### config.mk
export PLATFORM = sky130hd
export DESIGN_NAME = prio_irq_ctrl
export DESIGN_NICKNAME = d
export VERILOG_FILES = /design/src/rtl/prio_irq_ctrl.sv
export SDC_FILE = /design/constraint.sdc
export NUM_CORES = 1
export LEC_CHECK = 0
export ABC_AREA = 1
export CAP_MARGIN = 10
export CORE_ASPECT_RATIO = 0.8
export CORE_MARGIN = 2
export CORE_UTILIZATION = 40
export CTS_CLUSTER_DIAMETER = 60
export DETAILED_ROUTE_END_ITERATION = 16
export MAX_ROUTING_LAYER = met4
export PLACE_DENSITY = 0.67
export RECOVER_POWER = 50
export SKIP_LAST_GASP = 1
export SYNTH_ARGS = -nofsm -noshare
export SYNTH_HDL_FRONTEND = slang
export SYNTH_SLANG_ARGS = --single-unit
### constraint.sdc
create_clock -name i_clk -period 1.29 [get_ports i_clk]
set_input_delay 0.129 -clock i_clk [delete_from_list [all_inputs] [get_ports i_clk]]
set_output_delay 0.129 -clock i_clk [all_outputs]
set_load 0.02 [all_outputs]
### src/rtl/prio_irq_ctrl.sv
// Priority interrupt controller. It captures falling edges on N active-low
// request lines into a pending register. The highest unmasked pending
// channel is presented to the CPU through an irq/ack/eoi handshake, and
// encoder-style group-select / enable-out outputs allow cascading.
//
// Ports:
//   i_clk        clock, rising edge
//   i_rst        asynchronous active-high reset
//   i_req_n      [N] request lines, active-low, edge-captured
//   i_mask       [N] 1 = channel excluded from selection (still latched)
//   i_enable_n   global enable, active-low
//   i_ack        CPU acknowledge pulse (honoured in PEND only)
//   i_eoi        end-of-interrupt pulse (honoured in INSVC only)
//   o_irq        registered interrupt request
//   o_vec        [W] registered channel number requested / in service
//   o_insvc      registered in-service flag
//   o_gs_n       comb: low when enabled and any unmasked pending bit
//   o_enable_n   comb: low when enabled and no unmasked pending bit
module prio_irq_ctrl #(
  parameter int unsigned N = 8,
  parameter int unsigned W = $clog2(N)
) (
  input  logic         i_clk,
  input  logic         i_rst,
  input  logic [N-1:0] i_req_n,
  input  logic [N-1:0] i_mask,
  input  logic         i_enable_n,
  input  logic         i_ack,
  input  logic         i_eoi,
  output logic         o_irq,
  output logic [W-1:0] o_vec,
  output logic         o_insvc,
  output logic         o_gs_n,
  output logic         o_enable_n
);

  typedef enum logic [1:0] {
    IDLE  = 2'd0,
    PEND  = 2'd1,
    INSVC = 2'd2
  } state_t;

  state_t         state, state_nx;
  logic [N-1:0]   req_prev;
  logic [N-1:0]   pending, pending_nx;
  logic [N-1:0]   sel;
  logic [N-1:0]   set_vec, clr_vec;
  logic [W-1:0]   winner;
  logic           any_sel;
  logic           take_ack;
  logic           irq_nx, insvc_nx;
  logic [W-1:0]   vec_nx;

  assign sel     = pending & ~i_mask;
  assign any_sel = |sel;
  assign set_vec = ~i_req_n & req_prev;

  // Highest set index of sel; later iterations override earlier ones.
  always_comb begin
    winner = '0;
    for (int unsigned i = 0; i < N; i++) begin
      if (sel[i]) winner = W'(i);
    end
  end

  // Pending update: a new falling edge wins over a clear in the same cycle.
  always_comb begin
    clr_vec = '0;
    if (take_ack) clr_vec[o_vec] = 1'b1;
    pending_nx = (pending & ~clr_vec) | set_vec;
  end

  // Encoder-style cascade outputs, purely from pending/mask/enable.
  assign o_gs_n     = i_enable_n | ~any_sel;
  assign o_enable_n = i_enable_n | any_sel;

  assign take_ack = (state == PEND) && i_ack;

  // Next-state and registered-output values.
  always_comb begin
    state_nx = state;
    irq_nx   = 1'b0;
    insvc_nx = 1'b0;
    vec_nx   = o_vec;
    unique case (state)
      IDLE: begin
        if (!i_enable_n && any_sel) begin
          state_nx = PEND;
          irq_nx   = 1'b1;
          vec_nx   = winner;
        end
      end
      PEND: begin
        if (i_ack) begin
          state_nx = INSVC;
          insvc_nx = 1'b1;
        end else if (i_enable_n || !sel[o_vec]) begin
          state_nx = IDLE;
        end else begin
          irq_nx = 1'b1;
        end
      end
      INSVC: begin
        if (i_eoi) begin
          state_nx = IDLE;
        end else begin
          insvc_nx = 1'b1;
        end
      end
      default: state_nx = IDLE;
    endcase
  end

  always_ff @(posedge i_clk or posedge i_rst) begin
    if (i_rst) begin
      state    <= IDLE;
      req_prev <= '1;
      pending  <= '0;
      o_irq    <= 1'b0;
      o_vec    <= '0;
      o_insvc  <= 1'b0;
    end else begin
      state    <= state_nx;
      req_prev <= i_req_n;
      pending  <= pending_nx;
      o_irq    <= irq_nx;
      o_vec    <= vec_nx;
      o_insvc  <= insvc_nx;
    end
  end

endmodule

==> flow_summary.json <==
{
  "routedWlPerCell_um": 11.6,
  "setup-violations-final": 4,
  "combinationalPowerShare_pct": 50.1,
  "synth-seq-area-share_pct": 51.6,
  "post-synth-top-area-cell": "sky130_fd_sc_hd__dfrtp_1",
  "final_net_count": 216,
  "numClockSinks": 23,
  "drt_iter0_markers": 34,
  "die_span_in_y_um": 51.6,
  "crit_path_cell_trace": "nand2_2 -> nand2_1 -> nor2_2 -> nand2_2 -> nand2_2 -> buf_6",
  "worst_slack_ps": -128,
  "port_buffers": 27,
  "fill_cells": 270,
  "critPathArrivalTime_ps": 1290,
  "max_clock_freq_ghz": 0.705,
  "routed_via_density": 4.70,
  "power.sequential.fraction_pct": 39.0,
  "netlist_instances": 141,
  "worst_slew_margin_rel_pct": 63.9,
  "reg2reg_slack_ps": -30,
  "detail_route.first_pass.iterations": 4,
  "fp.dieArea_sq_um": 3280,
  "placed_cells_incl_taps": 219,
  "ys.warnings.count": 0,
  "detailed_place_hpwl_um": 1900,
  "floorplan.die.width_um": 63.6,
  "critical-path-top-cell-by-count": "sky130_fd_sc_hd__nand2_2",
  "placementRows": 17,
  "status": "complete, but fails checks",
  "ios": 28,
  "failed_checks": "negative setup slack",
  "netlist_top_cells_area": "sky130_fd_sc_hd__dfrtp_1, sky130_fd_sc_hd__dfstp_2, sky130_fd_sc_hd__nand2_1, sky130_fd_sc_hd__inv_1, sky130_fd_sc_hd__o21ai_0",
  "num_antenna_cells": 0,
  "post_layout_nonfiller_instances": 229,
  "cpMaxStageDelayCell": "sky130_fd_sc_hd__dfrtp_1",
  "final_max_slew_viol_count": 0,
  "clock_tree.htree_level_count": 1,
  "detail_route.wirelength_um": 2650,
  "final_min_period_over_clock_period_pct": 110,
  "syn-cell-area_sq_um": 1130,
  "total_leakage_power_nw": 0.836,
  "yosysUniqueCellTypes": 19,
  "tritoncts.num_buffers": 3,
  "crit_fanout": 2,
  "total_switching_power_mw": 1.27,
  "clock-root-buffer": "sky130_fd_sc_hd__clkbuf_4",
  "gr-max-usage-layer": "met2",
  "worst_ep_required_time_ps": 1160,
  "max-cap-violations": 0,
  "internal-power_mw": 1.74,
  "clock_path_buffers": 2,
  "postSynthRegisterBits": 23,
  "floorplan.core_area_sq_um": 2720,
  "timing.critical_path.slowest_cell_delay_ps": 410,
  "worst_clock_skew_ps": 16.0,
  "gr-total-overflow": 0,
  "global_route.usage.met3_pct": 4.98,
  "vias": 1076,
  "clk_pin_slew_ps": 130,
  "initial_utilization_pct": 41.7,
  "use_met2_pct": 30.9,
  "drive_above_1_share_pct": 39.8,
  "hold_path_class": "primary input to asynchronous set/reset pin",
  "timing.critical_path.to_type": "output port",
  "timing.final.crit_period_ps": 1420,
  "synth_top_area_share_pct": 33.1,
  "power.density_cell_area_nw_per_um2": 1750,
  "hold_ws_ps": 356,
  "globalplace.congestion": 0.860,
  "initial_antenna_violation_count": 0,
  "peak_supply_drop_v": 0.00109,
  "sw_frac_of_total_pct": 42.3,
  "worstSkewPairLatency_ps": 320,
  "criticalPathCategory": "flop to output port",
  "grtUsageMet1_pct": 21.1,
  "largest_net_degree_at_the_start_of_global_routing": 24,
  "grt_first_pass_wirelength_um": 4350,
  "cts_tree": "done",
  "first_global_vias": 1047,
  "setup_repair_after_global_routing_missed_its_margin": "yes",
  "hold_viol": 0,
  "syn-mean-instance-area_sq_um": 8.05,
  "clock_power_share_pct": 11.0,
  "globalRouteTotalUtil_pct": 17.7,
  "area_growth_synth_to_finish_pct": 51.0,
  "drc": 0,
  "start_kind": "flop",
  "antenna_left": 0,
  "worstMarginPinSlew_ps": 542,
  "net_count_synth": 165
}
final timing paths:
path / from / end / depth (start not counted)
max: pending[1] / o_gs_n / 6
min in group i_clk: i_req_n[5] / req_prev[5] / 1
max in group asynchronous: i_rst / o_vec[2] / 3
min: i_rst / pending[3] / 3
max reg2reg: o_vec[2] / state[1] / 9
min reg2reg: pending[0] / pending[0] / 2
critical path, delay by kind of cell, from the launching register on:
| kind | cells | cell delay, ps |
|---|---|---|
| flops | 1 | 410 |
| simple gates | 5 | 450 |
| buf+inv | 1 | 110 |
cell type report:
class                   instances  area, sq um  area share (%)
clock buffers                   3         22.5            1.31
well taps                      38         47.5            2.77
flip-flops and latches         23          589            34.4
multi-input cells              86          524            30.6
inverters                      32          123            7.15
clock inverters                 1         5.00           0.292
repair buffers                 46          403            23.5
cell usage in the layout, fill, tap and decap left out, types with 8 or more instances in the layout:
master / instances
sky130_fd_sc_hd__nand2_1: 21
sky130_fd_sc_hd__buf_4: 16
sky130_fd_sc_hd__clkdlybuf4s50_1: 11
sky130_fd_sc_hd__nand2_2: 14
sky130_fd_sc_hd__nand3_1: 8
sky130_fd_sc_hd__inv_1: 24
sky130_fd_sc_hd__dfstp_2: 8
sky130_fd_sc_hd__dlygate4sd3_1: 9
sky130_fd_sc_hd__dfrtp_1: 12
sky130_fd_sc_hd__o21ai_0: 11
synth_stat cells:
cell type                  instances
sky130_fd_sc_hd__o22ai_1           1
sky130_fd_sc_hd__nand2_1          32
sky130_fd_sc_hd__a21oi_1           2
sky130_fd_sc_hd__nor2_2            4
sky130_fd_sc_hd__inv_1            28
sky130_fd_sc_hd__ha_1              3
sky130_fd_sc_hd__nand3_2           1
sky130_fd_sc_hd__dfstp_2           8
sky130_fd_sc_hd__nand3_1          11
sky130_fd_sc_hd__a21boi_0          1
sky130_fd_sc_hd__nand4_1           2
sky130_fd_sc_hd__nor4_1            1
sky130_fd_sc_hd__o21ai_0          15
sky130_fd_sc_hd__nand2_2           3
sky130_fd_sc_hd__dfrtp_1          15
sky130_fd_sc_hd__nor2_1            6
sky130_fd_sc_hd__nand3b_1          1
sky130_fd_sc_hd__o21ai_1           3
sky130_fd_sc_hd__inv_2             4
power groups by stage:
stage	Combinational (mW)	Clock [mW]	Sequential, mW
final	1.50	0.330	1.17
after global placement	1.23	0	1.10
after global routing	1.68	0.376	1.20
after detailed placement	1.26	0	1.10
after CTS	1.30	0.339	1.12
after floorplan	0.632	0	1.17
metal layers:
metal / routed length [um] / vias to the layer above / share of wire [%]
met3: 111 / 4 / 4.2
li1: - / 540 / -
met1: 1170 / 509 / 44
met5: 0 / - / 0
met4: 22 / 0 / 0.83
met2: 1350 / 23 / 51
repair_timing:
item / in CTS / in global routing
gates resized for setup: 28 / 35
pin swaps: 9 / 9
buffers inserted: 3 / 4
setup endpoints to repair: 11 / 16
hold buffers: 0 / 0
state kept, by name, summed over array words and instances (netlist names):
register and count:
o_irq 1, req_prev 8, pending 8, state 2, o_insvc 1, o_vec 3
metrics by stage:
stage	setup WS [ps]	util [%]	power (mW)	TNS [ps]	area (sq um)
after floorplan	26.3	-	1.80	0	1130
after global placement	-523	56.9	2.33	-1830	1550
after detailed placement	-540	56.9	2.36	-2000	1550
after CTS	-162	59.7	2.76	-248	1620
after global routing	-205	63.0	3.25	-735	1710
final	-128	63.0	3.01	-285	1710
logic make-up after synthesis:
family          after synthesis  synth area share (%)
flops                        23                  51.6
buf+inv                      32                  10.6
simple gates                 61                  24.5
fa+ha+maj                     3                  3.31
compound gates               22                  10.0
No activity file was read; power rests on OpenSTA's default activity.
